## src/rtl/regfile_pkg.sv

```systemverilog
// Register-file constants shared by the core and the dump reader: geometry,
// architected reset values of gp/sp, and the dump reader state encoding.
package regfile_pkg;

  localparam int REG_ADDR_W = 5;
  localparam int REG_DATA_W = 32;
  localparam int NUM_REGS   = 32;

  localparam int REG_GP = 28;
  localparam int REG_SP = 29;

  localparam logic [REG_DATA_W-1:0] GP_RESET = 32'h1000_8000;
  localparam logic [REG_DATA_W-1:0] SP_RESET = 32'h7FFF_EFFC;

  typedef enum logic [1:0] {
    IDLE      = 2'd0,
    HALT_WAIT = 2'd1,
    READ      = 2'd2,
    HOLD      = 2'd3
  } dump_state_e;

  // Contents a freshly reset register file holds at a given index.
  function automatic logic [REG_DATA_W-1:0] reg_reset_value(input int idx);
    if (idx == REG_GP) return GP_RESET;
    if (idx == REG_SP) return SP_RESET;
    return '0;
  endfunction

endpackage

```

## src/rtl/regfile_dump_reader.sv

```systemverilog
// Debug reader: freezes core register writes, walks the register file through
// one read port and streams each value out tagged with its index, with a running XOR checksum.
module regfile_dump_reader
  import regfile_pkg::*;
#(
  parameter int NUM_REGS  = 32,
  parameter int ADDR_W    = 5,
  parameter int DATA_W    = 32,
  parameter int FIRST_REG = 0
) (
  input  logic              CLK,
  input  logic              RESET,
  input  logic              Start,
  input  logic              Abort,
  output logic              Halt_req,
  input  logic              Halt_ack,
  output logic [ADDR_W-1:0] Read_register,
  input  logic [DATA_W-1:0] Read_data,
  output logic              Out_valid,
  input  logic              Out_ready,
  output logic [ADDR_W-1:0] Out_index,
  output logic [DATA_W-1:0] Out_data,
  output logic              Busy,
  output logic              Done,
  output logic [DATA_W-1:0] Checksum
);

  if (FIRST_REG >= NUM_REGS || NUM_REGS > (1 << ADDR_W)) begin : g_bad_params
    $error("regfile_dump_reader: need FIRST_REG < NUM_REGS <= 2**ADDR_W");
  end

  localparam logic [ADDR_W-1:0] FIRST_IDX = ADDR_W'(FIRST_REG);
  localparam logic [ADDR_W-1:0] LAST_IDX  = ADDR_W'(NUM_REGS - 1);

  dump_state_e       state_q, state_d;
  logic [ADDR_W-1:0] idx_q, idx_d;
  logic              halt_req_q, halt_req_d;
  logic              out_valid_q, out_valid_d;
  logic [ADDR_W-1:0] out_index_q, out_index_d;
  logic [DATA_W-1:0] out_data_q, out_data_d;
  logic              done_q, done_d;
  logic [DATA_W-1:0] checksum_q, checksum_d;

  always_comb begin
    state_d     = state_q;
    idx_d       = idx_q;
    halt_req_d  = halt_req_q;
    out_valid_d = out_valid_q;
    out_index_d = out_index_q;
    out_data_d  = out_data_q;
    done_d      = 1'b0;
    checksum_d  = checksum_q;

    // Abort outranks everything; in IDLE it only suppresses a coincident Start.
    if (Abort) begin
      if (state_q != IDLE) begin
        state_d     = IDLE;
        out_valid_d = 1'b0;
        halt_req_d  = 1'b0;
      end
    end else begin
      case (state_q)
        IDLE: begin
          if (Start) begin
            state_d    = HALT_WAIT;
            idx_d      = FIRST_IDX;
            checksum_d = '0;
            halt_req_d = 1'b1;
          end
        end
        HALT_WAIT: begin
          if (Halt_ack) state_d = READ;
        end
        READ: begin
          out_data_d  = Read_data;
          out_index_d = idx_q;
          out_valid_d = 1'b1;
          checksum_d  = checksum_q ^ Read_data;
          state_d     = HOLD;
        end
        HOLD: begin
          if (Out_ready) begin
            out_valid_d = 1'b0;
            if (idx_q == LAST_IDX) begin
              halt_req_d = 1'b0;
              done_d     = 1'b1;
              state_d    = IDLE;
            end else begin
              idx_d   = idx_q + 1'b1;
              state_d = Halt_ack ? READ : HALT_WAIT;
            end
          end
        end
        default: state_d = IDLE;
      endcase
    end
  end

  always_ff @(posedge CLK) begin
    if (RESET) begin
      state_q     <= IDLE;
      idx_q       <= '0;
      halt_req_q  <= 1'b0;
      out_valid_q <= 1'b0;
      out_index_q <= '0;
      out_data_q  <= '0;
      done_q      <= 1'b0;
      checksum_q  <= '0;
    end else begin
      state_q     <= state_d;
      idx_q       <= idx_d;
      halt_req_q  <= halt_req_d;
      out_valid_q <= out_valid_d;
      out_index_q <= out_index_d;
      out_data_q  <= out_data_d;
      done_q      <= done_d;
      checksum_q  <= checksum_d;
    end
  end

  // The index register doubles as the registered read-port address.
  assign Read_register = idx_q;
  assign Halt_req      = halt_req_q;
  assign Out_valid     = out_valid_q;
  assign Out_index     = out_index_q;
  assign Out_data      = out_data_q;
  assign Busy          = (state_q != IDLE);
  assign Done          = done_q;
  assign Checksum      = checksum_q;

endmodule

```

## config.mk

```make
export PLATFORM = sky130hd
export DESIGN_NAME = regfile_dump_reader
export DESIGN_NICKNAME = d
export VERILOG_FILES = /design/src/rtl/regfile_pkg.sv /design/src/rtl/regfile_dump_reader.sv
export SDC_FILE = /design/constraint.sdc
export NUM_CORES = 1
export LEC_CHECK = 0
export ABC_CLOCK_PERIOD_IN_PS = 4830
export CORE_UTILIZATION = 49
export CTS_BUF_LIST = sky130_fd_sc_hd__clkbuf_8 sky130_fd_sc_hd__clkbuf_16
export DETAILED_ROUTE_END_ITERATION = 8
export GPL_ROUTABILITY_DRIVEN = 0
export GPL_TIMING_DRIVEN = 0
export PLACE_DENSITY = 0.85
export SYNTH_ARGS = -nofsm -noshare
export SYNTH_HDL_FRONTEND = slang
export SYNTH_SLANG_ARGS = --single-unit
```

## constraint.sdc

```tcl
create_clock -name CLK -period 4.83 [get_ports CLK]
set_input_delay 0.966 -clock CLK [delete_from_list [all_inputs] [get_ports CLK]]
set_output_delay 0.966 -clock CLK [all_outputs]
set_load 0.01 [all_outputs]
```

==> qor.yml <==
grt_pass1_vias: 3097
crit_buf_inv: 3
initial_core_util_pct: 51.09
end_kind: "output pin"
synthCells: 377
critPathTopFamily: "buffers and inverters"
cp_common_cell: "inv_1"
crit_fanout: 5
ant_nets: 0
clk_pin_slew_worst_paths_ps: 80
rsz0062_at_grt: "false"
worstPathCellList: "inv_1, ha_1, inv_1, clkdlybuf4s50_1"
drive_above_1_share_pct: 14.23
stdcell_count: 602
ys_warn_count: 0
cts-root-buf: "clkbuf_8"
drc_errors: 0
cts_setup_buffers: 0
num_io_pins: 116
final-hold-violation-count: 0
setup-tns-final_ps: 0
post-place-ws_ps: 2232
grt_start_max_net_pins: 14
first_iter_violations: 67
use_met1_pct: 27.77
vias: 3050
slowest_stage: "clkdlybuf4s50_1"
slew_headroom_pct: 62.94
core_area_sq_um: 6869
cts_buffers: 9
p_per_area_nw_per_um2: 289.5
synth_cell_types: 37
dp_hpwl_microns: 6439
met3_usage_pct: 7.810
syn_area_per_cell_sq_um: 9.309
cts_resized: 0
setup_viol: 0
cts_tree: "done"
fillers: 536
max_stage_delay_ps: 600
die_x_microns: 86.63
crit_type: "register to output pin"
io_buffers: 114
antenna_found_initial: 0
fin_nets: 546
maxSlewViolCount: 0
fmax_mhz: 340.5
die_area_sq_um: 7505
reg2regPathDepth: 7
utilization_pct: 72.53
fin_ws_ps: 1893
crit_arrival_ps: 1970
p_leak_nw: 1.658
wl_per_cell_microns: 14.90
use_met2_pct: 44.23
rows: 30
period_share_pct: 60.81
area_growth_pct: 41.96
htree_levels: 3
syn_area_sq_um: 3510
clock_latency_ps: 350
hp-class: "register to register"
fin_skew_ps: 8.303
synth_seq_cells: 79
outcome: "completed"
dr.pass1.iters: 4
tightest_slew_ps: 555.9
clock_path_buffers: 2
cts_hold_buffers: 0
whs_ps: 457.7
n_antenna_cell: 0
postSynthNetCount: 421
cts_sinks: 79
grtUsageTotal_pct: 24.75
grt-ovfl-total: 0
die_h_microns: 86.63
gr-max-usage-layer: "met2"
grt_pass1_wl_microns: 14320
crit_cells: 4
hold-path-cell-count: 2
yosysSeqAreaShare_pct: 45.06
wirelength_microns: 8972
cap_violations: 0
start_kind: "register"
ir_drop_mv: 0.1733
post-route-min-period_ps: 2937
viasPerCell: 5.066
required_ps: 3860
place_inst: 587
flip-flops by register name, indices dropped and copies added, names as in the netlist:
register,count
Read_register,5
Done,1
Out_index,5
state_q,2
Checksum,32
Out_valid,1
Halt_req,1
Out_data,32
power breakdown:
| group | switching (W) | internal (W) |
|---|---|---|
| Clock | 0.000240 | 0.000287 |
| Combinational | 0.000108 | 0.000121 |
| Sequential | 0.0000146 | 0.000671 |
synth_stat cells:
cell | number | share of area, %
a2111oi_0 | 1 | 0.25
a2111oi_4 | 1 | 0.78
a211oi_1 | 1 | 0.21
a21oi_1 | 45 | 6.4
a311oi_1 | 1 | 0.25
a31oi_1 | 3 | 0.53
and2_4 | 1 | 0.25
and3_1 | 1 | 0.18
buf_2 | 9 | 1.3
buf_4 | 2 | 0.43
buf_6 | 8 | 2.6
clkbuf_1 | 5 | 0.53
dfxtp_1 | 79 | 45
ha_1 | 6 | 2.1
inv_1 | 6 | 0.64
mux2_2 | 1 | 0.32
mux2i_2 | 1 | 0.39
nand2_1 | 76 | 8.1
nand2b_1 | 7 | 1.2
nand2b_4 | 2 | 0.78
nand3_1 | 3 | 0.43
nand3b_1 | 2 | 0.43
nand4b_1 | 1 | 0.25
nor2_1 | 36 | 3.9
nor2_4 | 1 | 0.32
nor2b_2 | 1 | 0.25
nor3_1 | 2 | 0.29
nor3b_1 | 2 | 0.43
nor3b_2 | 30 | 11
nor4b_1 | 2 | 0.50
o211ai_1 | 2 | 0.43
o21ai_0 | 1 | 0.14
o22ai_1 | 1 | 0.18
o31ai_1 | 3 | 0.64
o31ai_4 | 1 | 0.61
or3_1 | 1 | 0.18
xnor2_1 | 32 | 8.0
final cells by class:
class	count	area, sq um	share of cell area [%]
multi-input cells	268	1737	34.86
well taps	96	120.1	2.411
plain buffers	24	168.9	3.390
flip-flops and latches	79	1582	31.74
repair buffers	114	1141	22.90
clock buffers	9	123.9	2.486
inverters	6	22.52	0.4520
clock inverters	6	87.58	1.758
metrics by stage:
| stage | power [W] | cell area, sq um |
|---|---|---|
| after floorplan | 0.0008296 | 3510 |
| after global placement | 0.0009240 | 4771 |
| after detailed placement | 0.0009292 | 4771 |
| after CTS | 0.001449 | 4982 |
| after global routing | 0.001505 | 4982 |
| final | 0.001442 | 4982 |
logic make-up (layout without fill, tap and decap cells):
kind of cell | after synthesis | after routing | synth area share, %
flops | 79 | 79 | 45.06
simple gates | 168 | 168 | 28.20
buf+inv | 30 | 159 | 5.454
mux | 2 | 2 | 0.7129
xor+xnor | 32 | 32 | 7.986
fa+ha+maj | 6 | 6 | 2.139
compound gates | 60 | 60 | 10.45
worst min-delay path, stage by stage (launching register included):
cell and delay, ps:
dfxtp_1 310, nand2_1 50, a21oi_1 50
worst paths after layout:
check | from | endpoint | slack, ps
hold / removal | Out_data[13] | Out_data[13] | 460
setup reg to reg | Read_register[0] | Read_register[4] | 2700
hold reg to reg | Out_data[13] | Out_data[13] | 460
setup / recovery | state_q[0] | Busy | 1890
layer usage:
layer / share of wire, % / vias to the layer above / wire length (microns)
li1: - / 1493 / -
met1: 42 / 1445 / 3804
met2: 50 / 98 / 4458
met3: 6.3 / 14 / 567
met4: 1.6 / 0 / 142
met5: 0 / - / 0
cell usage in the layout (no fill, tap or decap), types with 3 or more instances in the layout:
| master | n |
|---|---|
| a31oi_1 | 3 |
| nand2b_1 | 7 |
| buf_2 | 9 |
| a21oi_1 | 45 |
| clkbuf_8 | 9 |
| xnor2_1 | 32 |
| o31ai_1 | 3 |
| clkdlybuf4s50_1 | 114 |
| ha_1 | 6 |
| clkbuf_1 | 5 |
| nor2_1 | 36 |
| buf_6 | 8 |
| nor3b_2 | 30 |
| nand2_1 | 76 |
| dfxtp_1 | 79 |
| nand3_1 | 3 |
| inv_1 | 7 |
(Power assumes the default switching activity.)
